### src/rtl/mem_lsu.sv
// Load/store unit sitting behind ex: one memory request per instruction,
// req/gnt/rvalid bus with byte enables, load alignment and extension,
// single-cycle register writeback, misalignment and bus-timeout pulses.
module mem_lsu #(
  parameter int TIMEOUT_CYCLES = 16,
  parameter int TO_CNT_W       = 5
) (
  input  logic        clk,
  input  logic        rst,
  input  logic        req_valid_i,
  input  logic        req_we_i,
  input  logic [2:0]  req_funct3_i,
  input  logic [31:0] req_addr_i,
  input  logic [31:0] req_wdata_i,
  input  logic [4:0]  req_rd_i,
  output logic        bus_req_o,
  output logic        bus_we_o,
  output logic [31:0] bus_addr_o,
  output logic [31:0] bus_wdata_o,
  output logic [3:0]  bus_be_o,
  input  logic        bus_gnt_i,
  input  logic        bus_rvalid_i,
  input  logic [31:0] bus_rdata_i,
  output logic        stall_o,
  output logic        reg_we_o,
  output logic [4:0]  reg_waddr_o,
  output logic [31:0] reg_wdata_o,
  output logic        misalign_o,
  output logic        bus_err_o
);

  typedef enum logic [1:0] {IDLE, REQ, RESP, WB} state_t;

  state_t              state_q, state_d;
  logic [TO_CNT_W-1:0] cnt_q;
  logic                we_q;
  logic [2:0]          funct3_q;
  logic [31:0]         addr_q;
  logic [31:0]         wdata_q;
  logic [3:0]          be_q;
  logic [4:0]          rd_q;
  logic [31:0]         ldata_q;
  logic                misalign_q;
  logic                bus_err_q;

  logic                legal, aligned, accept, expire;
  logic                cap_req, cap_rdata, cnt_clr, cnt_inc, mis_d, err_d;
  logic [3:0]          be_n;
  logic [31:0]         wdata_n;

  // Select the addressed lane and sign/zero-extend it according to the load type.
  function automatic logic [31:0] load_extend(input logic [2:0] f3,
                                              input logic [1:0] off,
                                              input logic [31:0] rdata);
    logic [31:0]        lane;
    logic signed [7:0]  b;
    logic signed [15:0] h;
    lane = rdata >> {off, 3'b000};
    b    = lane[7:0];
    h    = lane[15:0];
    case (f3)
      3'b000:  return {{24{b[7]}}, b};
      3'b001:  return {{16{h[15]}}, h};
      3'b100:  return {24'b0, lane[7:0]};
      3'b101:  return {16'b0, lane[15:0]};
      default: return lane;
    endcase
  endfunction

  // Decode legality, alignment, byte enables and replicated store lanes of the incoming request.
  always_comb begin
    legal   = 1'b0;
    aligned = 1'b1;
    be_n    = 4'b1111;
    wdata_n = req_wdata_i;
    if (req_we_i) begin
      legal = (req_funct3_i[2] == 1'b0) && (req_funct3_i[1:0] != 2'b11);
    end else begin
      legal = (req_funct3_i[1:0] != 2'b11) && (req_funct3_i != 3'b110);
    end
    case (req_funct3_i[1:0])
      2'b01:   aligned = (req_addr_i[0] == 1'b0);
      2'b10:   aligned = (req_addr_i[1:0] == 2'b00);
      default: aligned = 1'b1;
    endcase
    if (req_we_i) begin
      case (req_funct3_i[1:0])
        2'b00: begin
          be_n    = 4'b0001 << req_addr_i[1:0];
          wdata_n = {4{req_wdata_i[7:0]}};
        end
        2'b01: begin
          be_n    = req_addr_i[1] ? 4'b1100 : 4'b0011;
          wdata_n = {2{req_wdata_i[15:0]}};
        end
        default: begin
          be_n    = 4'b1111;
          wdata_n = req_wdata_i;
        end
      endcase
    end
  end

  assign accept = (state_q == IDLE) && req_valid_i && legal && aligned;
  assign expire = (TIMEOUT_CYCLES != 0) && (cnt_q == TO_CNT_W'(TIMEOUT_CYCLES - 1));

  // Next-state logic and per-cycle control strobes of the transfer FSM.
  always_comb begin
    state_d   = state_q;
    cap_req   = 1'b0;
    cap_rdata = 1'b0;
    cnt_clr   = 1'b0;
    cnt_inc   = 1'b0;
    mis_d     = 1'b0;
    err_d     = 1'b0;
    case (state_q)
      IDLE: begin
        if (req_valid_i) begin
          if (legal && aligned) begin
            state_d = REQ;
            cap_req = 1'b1;
            cnt_clr = 1'b1;
          end else begin
            mis_d = 1'b1;
          end
        end
      end
      REQ: begin
        if (bus_gnt_i) begin
          if (we_q) begin
            state_d = IDLE;
          end else if (bus_rvalid_i) begin
            state_d   = WB;
            cap_rdata = 1'b1;
          end else begin
            state_d = RESP;
            cnt_clr = 1'b1;
          end
        end else if (expire) begin
          state_d = IDLE;
          err_d   = 1'b1;
        end else begin
          cnt_inc = 1'b1;
        end
      end
      RESP: begin
        if (bus_rvalid_i) begin
          state_d   = WB;
          cap_rdata = 1'b1;
        end else if (expire) begin
          state_d = IDLE;
          err_d   = 1'b1;
        end else begin
          cnt_inc = 1'b1;
        end
      end
      WB:      state_d = IDLE;
      default: state_d = IDLE;
    endcase
  end

  // State, timeout counter, pulses and captured request/response registers.
  always_ff @(posedge clk) begin
    if (rst) begin
      state_q    <= IDLE;
      cnt_q      <= '0;
      misalign_q <= 1'b0;
      bus_err_q  <= 1'b0;
      we_q       <= 1'b0;
      funct3_q   <= '0;
      addr_q     <= '0;
      wdata_q    <= '0;
      be_q       <= '0;
      rd_q       <= '0;
      ldata_q    <= '0;
    end else begin
      state_q    <= state_d;
      misalign_q <= mis_d;
      bus_err_q  <= err_d;
      if (cnt_clr) begin
        cnt_q <= '0;
      end else if (cnt_inc) begin
        cnt_q <= cnt_q + TO_CNT_W'(1);
      end
      if (cap_req) begin
        we_q     <= req_we_i;
        funct3_q <= req_funct3_i;
        addr_q   <= req_addr_i;
        wdata_q  <= wdata_n;
        be_q     <= be_n;
        rd_q     <= req_rd_i;
      end
      if (cap_rdata) begin
        ldata_q <= load_extend(funct3_q, addr_q[1:0], bus_rdata_i);
      end
    end
  end

  assign bus_req_o   = (state_q == REQ);
  assign bus_we_o    = we_q;
  assign bus_addr_o  = {addr_q[31:2], 2'b00};
  assign bus_wdata_o = wdata_q;
  assign bus_be_o    = be_q;
  assign stall_o     = accept || (state_q == REQ) || (state_q == RESP);
  assign reg_we_o    = (state_q == WB) && (rd_q != 5'd0);
  assign reg_waddr_o = rd_q;
  assign reg_wdata_o = ldata_q;
  assign misalign_o  = misalign_q;
  assign bus_err_o   = bus_err_q;

endmodule

### config.mk
export PLATFORM = sky130hd
export DESIGN_NAME = mem_lsu
export DESIGN_NICKNAME = d
export VERILOG_FILES = /design/src/rtl/mem_lsu.sv
export SDC_FILE = /design/constraint.sdc
export NUM_CORES = 1
export LEC_CHECK = 0
export CORE_UTILIZATION = 45
export CTS_CLUSTER_SIZE = 12
export DETAILED_ROUTE_END_ITERATION = 6
export DONT_BUFFER_PORTS = 1
export RECOVER_POWER = 100
export SLEW_MARGIN = 10
export SYNTH_ARGS = -nofsm -noshare
export SYNTH_HDL_FRONTEND = slang
export SYNTH_SLANG_ARGS = --single-unit
export TNS_END_PERCENT = 50
### constraint.sdc
create_clock -name clk -period 7.3 [get_ports clk]
set_clock_uncertainty 0.05 [all_clocks]
set_input_delay 1.46 -clock clk [delete_from_list [all_inputs] [get_ports clk]]
set_output_delay 1.46 -clock clk [all_outputs]
set_load 0.02 [all_outputs]
# --- Word level (Yosys, flattened, before mapping) ---
# Cells that the tools add are included.
# Widths: inputs -> output; s select.
totals:
  regBits: 118
  inputBits: 110
  out_inout_bits: 111
  elab_cells: 84
op_classes:
  n_addsub: 1
  n_eq_ne: 13
  n_shift: 2
  n_mux: 36
  n_bitwise: 4
  n_reduce_logical: 17
op_table:
  columns: ["op", "count"]
  rows:
  - ["$pmux 32 s4", 1]
  - ["$pmux 32 s2", 1]
  - ["$mux 32", 1]
  - ["$shr 32x5->32", 1]
  - ["$mux 1", 18]
  - ["$mux 2", 6]
  - ["$pmux 1 s2", 5]
  - ["$mux 4", 2]
  - ["$pmux 2 s4", 1]
  - ["$pmux 4 s2", 1]
  - ["$logic_and 1x1->1", 7]
  - ["$eq 2x2->1 const B", 3]
  - ["$eq 3x3->1 const B", 2]
  - ["$logic_not 2->1", 3]
  - ["$add 5x1->5 const B", 1]
  - ["$eq 5x4->1 const B", 1]
  - ["$reduce_bool 5->1", 1]
  - ["$eq 2x1->1 const B", 2]
  - ["$ne 2x2->1 const B", 2]
  - ["$not 1->1", 4]
  - ["$shl 1x2->4 const A", 1]
  - ["$eq 3x1->1 const B", 1]
  - ["$logic_not 3->1", 1]
  - ["$ne 3x3->1 const B", 1]
  - ["other kinds (5)", 6]

# --- Logic depth before layout (Yosys ltp) ---
# Gate-level depths: netlist of run 1.
depth:
  ltp_word: 8
  depth_mapped: 8
  ltp_nobuf: 7

# --- Least setup slack after synthesis of run 1 ---
# OpenSTA, ideal clock, no wires.
synth_timing:
  path_kind: "input to output"
  startpoint: "in req_funct3_i[0]"
  endpoint: "out stall_o"
  t_arrival_ns: 2.973
  t_required_ns: 5.790
  path_slack_ns: 2.817
  stages: 7
  n_path_buf: 1
  path_cell_list: "inv_1 -> ha_1 -> or3b_1 -> a311o_1 -> nor2_1 -> buf_2 -> or3_1"
synth_via:
  elab_chain_len: 7
  word_cells_on_any_way: 12
  cone_classes: "4 x eq/ne; 2 x mux; 6 x reduce/logical"
synth_lines:
  columns: ["element", "line", "source"]
  rows:
  - ["start: declaration", "12", "input logic [2:0] req_funct3_i,"]
  - ["$ne 3x3->1 / $ne 2x2->1 (equally long branches)", "79, 77", null]
  - ["$logic_and 1x1->1, on equally long branches", "79, 77", null]
  - ["$mux 1", "76", "if (req_we_i) begin"]
  - ["$logic_and 1x1->1", "104", "assign accept = (state_q == IDLE) && req_valid_i && legal && aligned;"]
  - ["$logic_and 1x1->1 *", "104", null]
  - ["$logic_or 1x1->1 * (2 in series)", "204", "assign stall_o = accept || (state_q == REQ) || (state_q == RESP);"]
  - ["end: declaration", "24", "output logic stall_o,"]
# Every way passes the cells marked *; elsewhere a longest branch is shown, timed or not.

# --- Worst setup path after layout of run 1 ---
layout_timing:
  startpoint: "in req_funct3_i[1]"
  endpoint: "out stall_o"
# Same word-level chain as after synthesis.

==> results.toml, run 1 <==
[clock_tree]
clock_latency_ns = 0.41
cts_max_level = 4
cts_buffer_depth = 2
cts_num_sinks = 118
post-cts-setup-buffer-count = 0
cts-root-buf = "clkbuf_16"
cts_resized = 0
path_clk_slew_ns = 0.05
holdBufCountCts = 0
cts_tree = "yes"
cts_buffers = 17

[logic_synthesis]
synth_seq_cells = 118
synth.distinct_cells = 47
syn_inst = 691
synth_edf_count = 0
synth_largest_area_cell = "dfxtp_1"
yosysWarnings = 0
netlist_area_sq_um = 5746
async_reset_ff_share_pct = 0
synth.area.top_cells = "dfxtp_1, a21oi_1, o21ai_0"
ys_seq_area_share_pct = 41.11
netlist.area_leader.share_pct = 41.11
syn_area_per_cell_sq_um = 8.315
yosys_most_used_dff = "dfxtp_1"

[finish]
fill_cells = 1248
post-route-util_pct = 49.93
final_cell_mix = "a21oi_1, dfxtp_1, o21ai_0"
area_growth_pct = 6.119
fin_nets = 747
n_antenna_cell = 0
final_common_cell = "a21oi_1"
drive_gt1_share_pct = 8.920
stdcell_area_sq_um = 6097

[power]
powerDensity_nw_per_um2 = 294.0
total_power_uw = 1792
p_leak_uw = 0.002055
irDropWorstVdd_v = 0.0001390

[floorplan]
start_util_pct = 47.05
rows = 40
fp.dieW_um = 115.0
top_level_ports = 221
core_sq_um = 12210
die_h_um = 115.0
die_area_sq_um = 13220

[sta]
finalHoldViolCount = 0
fin_crit_sh_pct = 77.47
fin_tns_setup_ns = 0
maxSlewViolCount = 107
maxSlewHeadroom_pct = -48.48
finalSetupViolations = 0
rsz0062_at_grt = "no"
fmaxAchievable_mhz = 176.8
final.min_clock_period_ns = 5.655
tightest_slew_ns = 2.227

[global_routing]
grt_usage_pct = 24.44
grt-ovfl-total = 0
first_global_vias = 4598
antenna_found_initial = 0
grt_pass1_wl_um = 24980
grt_max_degree = 90

[job]
drv_cap = 2

[critical_path]
end_kind = "output port"
crit_chain = "inv_1, ha_1, nand2b_1, a311o_2, clkbuf_1, nor2_2, or3_1"
path_delay_family = "buffers and inverters"
critPathBufInv = 2
startpoint_type = "input port"
critical_path_class = "input port to output port"
cp_slowest_stage_delay_ns = 1.42
required_ns = 5.79
cp_slowest_cell = "clkbuf_1"
crit_path_max_fanout = 52
cp_data_arrival_time_ns = 4.15

[routing]
drt_wl_total_um = 16050
dr_total_vias = 4868
via_per_inst = 6.032
dr.pass1.iters = 5
ant_nets = 0
drc_errors = 0
drtIter0Drc = 327
routedWlPerCell_um = 19.89

[placement]
dpl_cell_area_sq_um = 5530
gp_congestion = 0.9202
dpl.hpwl_um = 11130
io_buffers = 0

[run_status]
violations = "capacitance limit, slew limit"
status = "finished with violations"

[min_path]
hold_class = "flip-flop to flip-flop"
## metal layers
metal / vias up / global-route usage [%] / share of wire [%] / routed length, um
met1: 2294 / 31.25 / 43 / 6850
met2: 208 / 36.63 / 46 / 7404
li1: 2339 / - / - / -
met4: 0 / 11.43 / 2.4 / 387
met3: 27 / 8.909 / 8.8 / 1411
met5: - / 0 / 0 / 0
## Yosys cell counts, types with 2 or more instances
library cell	count
a211oi_1	20
a21oi_1	134
a22o_1	8
a22oi_1	16
a311oi_1	11
and2_1	8
buf_1	5
buf_2	8
buf_4	36
clkbuf_1	44
dfxtp_1	118
ha_1	11
inv_1	9
mux2_2	16
mux2i_1	10
mux4_2	2
nand2_1	51
nand2b_1	9
nand3_1	50
nand3b_1	3
nor2_1	15
nor2b_1	3
o211ai_1	10
o21a_1	4
o21ai_0	67
xnor2_1	2
## flip-flops by register name, indices dropped and copies added (netlist names)
signal       flops
reg_wdata_o     32
cnt_q            5
bus_we_o         1
funct3_q         3
addr_q          32
state_q          2
bus_be_o         4
reg_waddr_o      5
bus_wdata_o     32
bus_err_o        1
misalign_o       1
## final timing paths
path | cells past startpoint | to | start | slack (ns)
worst max-delay path | 7 | stall_o | req_funct3_i[1] | 1.64
worst min register to register | 2 | cnt_q[4] | cnt_q[4] | 0.45
worst min-delay path | 2 | cnt_q[4] | cnt_q[4] | 0.45
worst max register to register | 4 | reg_wdata_o[18] | addr_q[1] | 4.37
## worst register-to-register path, delay by kind of cell, from the launching register on
kind | cells | cell delay, ns
flip-flops | 1 | 0.96
multiplexers | 1 | 0.42
AO/OA/AOI/OAI | 3 | 1.33
## layout make-up
class,instances,area (sq um),area share (%)
multi-input cells,471,2839,46.56
flip-flops and latches,118,2362,38.74
clock buffers,24,481.7,7.901
inverters,10,37.54,0.6156
clock inverters,8,121.4,1.991
well taps,168,210.2,3.448
repair buffers,8,45.04,0.7388
## power by group
part           internal [uW]  total (uW)  switching [uW]
sequential               681         750            69.2
clock                    562         846             284
combinational           68.6         196             127
total                   1310        1790             481
## metrics by stage
stage                     cells  hold slack [ns]  worst slack [ns]
after global placement      775           0.4397             2.577
after global routing        807           0.4652             1.306
after detailed placement    775           0.4416             2.525
after floorplan             692           0.4042             2.817
after CTS                   807           0.4482             2.499
final                       807           0.4488             1.645
## cells by family (layout without fill, tap and decap cells)
| kind of cell | Yosys count | in the layout | synth area share, % |
|---|---|---|---|
| compound gates | 282 | 282 | 29.12 |
| xor+xnor | 2 | 2 | 0.3049 |
| fa+ha+maj | 11 | 11 | 2.395 |
| buf+inv | 103 | 50 | 9.255 |
| flops | 118 | 118 | 41.12 |
| mux | 28 | 28 | 5.662 |
| other cells | 1 | 2 | 0.06527 |
| simple gates | 146 | 146 | 12.09 |
No activity file was read; power rests on OpenSTA's default activity.
==> run 2: changes to the inputs <==
--- a/config.mk
+++ b/config.mk
@@ -5,6 +5,7 @@
 export SDC_FILE = /design/constraint.sdc
 export NUM_CORES = 1
 export LEC_CHECK = 0
+export ABC_AREA = 1
 export CORE_UTILIZATION = 45
 export CTS_CLUSTER_SIZE = 12
 export DETAILED_ROUTE_END_ITERATION = 6
==> constraint.sdc (replaced) <==
create_clock -name clk -period 5 [get_ports clk]
set_clock_uncertainty 0.05 [all_clocks]
set_input_delay 1 -clock clk [delete_from_list [all_inputs] [get_ports clk]]
set_output_delay 1 -clock clk [all_outputs]
set_load 0.02 [all_outputs]
==> run 2 against run 1 <==
The run still ends with capacitance limit, slew limit left. Critical endpoint is now addr_q[23]. Worst hold slack worse by 0.026 ns. Largest cell class unchanged. Wire length is 5.2% lower. Critical path depth up 2. Combinational power grew to 3.3 times the previous value. Synthesized area up 4.5%.
==> results.toml, run 2 <==
[run_status]
status = "finished with violations"
violations = "capacitance limit, slew limit"

[min_path]
hold_depth = 2
hold_class = "flip-flop to flip-flop"
min_to = "cnt_q[3]"
min_from = "cnt_q[3]"

[floorplan]
core_sq_um = 12820
rows = 41
fp.dieW_um = 117.5
start_util_pct = 46.81
die_area_sq_um = 13810
die_h_um = 117.5
top_level_ports = 221

[logic_synthesis]
netlist.area_leader.share_pct = 39.35
ys_seq_area_share_pct = 39.35
yosys_most_used_dff = "dfxtp_1"
syn_inst = 877
synth_common_cells = "nor2_1, nand2_1, o21ai_0"
synth_seq_cells = 118
synth_edf_count = 0
synth_top_family_by_area = "simple AND/OR/NAND/NOR gates"
synth_most_common_cell = "nor2_1"
synth-xor-area-share_pct = 0.1459
synthAdderAreaFrac_pct = 2.293
synth.area.mux_share_pct = 0
synth_compound_area_share_pct = 14.86
synth_largest_area_cell = "dfxtp_1"
netlist_area_sq_um = 6003
async_reset_ff_share_pct = 0
yosysWarnings = 0
synth.distinct_cells = 33
syn_area_per_cell_sq_um = 6.845
synth-simple-area-share_pct = 31.22
synth.area.top_cells = "dfxtp_1, nor2_1, nand2_1"

[routing]
drc_errors = 0
dr.pass1.iters = 5
ant_nets = 0
drt_wl_total_um = 15220
via_per_inst = 5.190
drtIter0Drc = 380
routedWlPerCell_um = 15.21
dr_total_vias = 5195

[critical_path]
end_kind = "flip-flop"
startpoint_type = "input port"
reg2reg_slack_ns = 1.41
r2r_start = "addr_q[0]"
crit_path_max_fanout = 52
critical_path_class = "input port to flip-flop"
reg2reg_to = "reg_wdata_o[30]"
required_ns = 5.29
reg2reg_depth = 7
cp_data_arrival_time_ns = 4.13

[placement]
io_buffers = 0
dp_slack_ns = 1.181
gp_congestion = 0.9044
dpl.hpwl_um = 10980

[finish]
final-seq-area_sq_um = 2362
fill_cells = 1358
area_growth_pct = 3.230
multi_input_area_sq_um = 2825
fin_nets = 938
final_cell_mix = "nor2_1, nand2_1, o21ai_0"
drive_gt1_share_pct = 6.876
n_antenna_cell = 0
final_common_cell = "nor2_1"

[power]
irDropWorstVdd_v = 0.0002223
power_frac_seq_pct = 42.0
p_leak_uw = 0.002577
p_sw_uw = 1135
p_int_uw = 2162
powerDensity_nw_per_um2 = 532.0
power_frac_comb_pct = 19.4
p_clk_share_pct = 38.6
total_power_uw = 3297
swShare_pct = 34.44

[sta]
fin_tns_setup_ns = 0
final.min_clock_period_ns = 3.840
maxSlewViolCount = 100
fin_crit_sh_pct = 76.79
tightest_slew_ns = 1.585
finalHoldViolCount = 0
finalSetupViolations = 0
fmaxAchievable_mhz = 260.4
maxSlewHeadroom_pct = -5.648
setup_slack_ns = 1.160
rsz0062_at_grt = "no"
fin_hold_ws_ns = 0.4227

[clock_tree]
holdBufCountCts = 0
cts_resized = 0
cts_tree = "yes"
post-cts-setup-buffer-count = 0
path_clk_slew_ns = 0.05
cts-root-buf = "clkbuf_16"
cts_num_sinks = 118
cts_buffer_depth = 2
cts_max_level = 4
cts_buffers = 17
clock_latency_ns = 0.42

[global_routing]
met2_usage_pct = 37.32
use_met3_pct = 9.254
first_global_vias = 4968
grt-ovfl-total = 0
grt_usage_pct = 22.23
grt_pass1_wl_um = 24360
grt.busiest_layer = "met2"
antenna_found_initial = 0
use_met1_pct = 24.90
grt_max_degree = 61

[job]
drv_cap = 2
-- run 2: changes by cell type in the layout (fill, tap and decap cells not counted), moves of 12 or more --
cell	previous run	this run
a21oi_1	135	29
nor2_1	14	206
a22oi_1	16	0
nand3_1	50	22
inv_1	9	41
a211oi_1	20	1
mux2_2	16	0
nand2_1	51	193
a311oi_1	12	0
o21ai_0	67	140
nor2_2	1	13
-- run 2: per-layer routing --
layer,share of wire (%),wire [um]
met5,0,0
met4,2.0,300
met3,9.2,1400
met2,48,7310
met1,41,6210
-- run 2: worst max-delay path, cell delays in order --
cell	delay, ns
inv_1	0.05
ha_1	0.41
nand2_1	0.10
nand3_1	0.14
nand3_2	0.43
inv_1	1.29
buf_4	0.48
nor2_1	0.09
nor2_1	0.12
-- run 2: how the worst max path moves through the flow --
stage	endpoint	startpoint	slack, ns
after global routing	addr_q[23]	req_funct3_i[1]	0.77
final	addr_q[23]	req_funct3_i[1]	1.16
after global placement	addr_q[2]	req_funct3_i[1]	1.26
after detailed placement	addr_q[19]	req_funct3_i[1]	1.18
after floorplan	stall_o	req_funct3_i[0]	1.98
after CTS	stall_o	req_funct3_i[1]	1.34
-- run 2: logic make-up (layout without fill, tap and decap cells) --
group                      after synthesis  count (layout)
AOI/OAI and AO/OA                      174             174
xor gates and xnor gates                 1               1
adders and majority gates               11              11
buffers and inverters                  126              77
DFF                                    118             118
other                                    1               2
and+or+nand+nor                        446             446
-- run 2: power groups by stage --
stage               clock [uW]  sequential (uW)  combinational (uW)
finish                    1270             1380                 640
global route              1340             1400                 749
CTS                       1290             1390                 683
detailed placement           0             1410                 679
global placement             0             1400                 663
floorplan                    0             1300                 730
-- run 2: per-stage QoR --
step           util, %  area (sq um)  instances
5_1_grt          48.32          6197       1001
6_report         48.32          6197       1001
3_5_place_dp     44.34          5687        970
4_1_cts          49.12          6300       1001
3_3_place_gp     44.34          5687        970
2_1_floorplan        -          6007        878
-- run 2: area by class of cell --
cell class / count / share of cell area [%]
Multi-Input combinational cell: 634 / 45.59
Sequential cell: 118 / 38.12
Clock buffer: 21 / 7.430
Tap cell: 172 / 3.473
Inverter: 43 / 2.625
Clock inverter: 10 / 2.463
Timing Repair Buffer: 3 / 0.3028
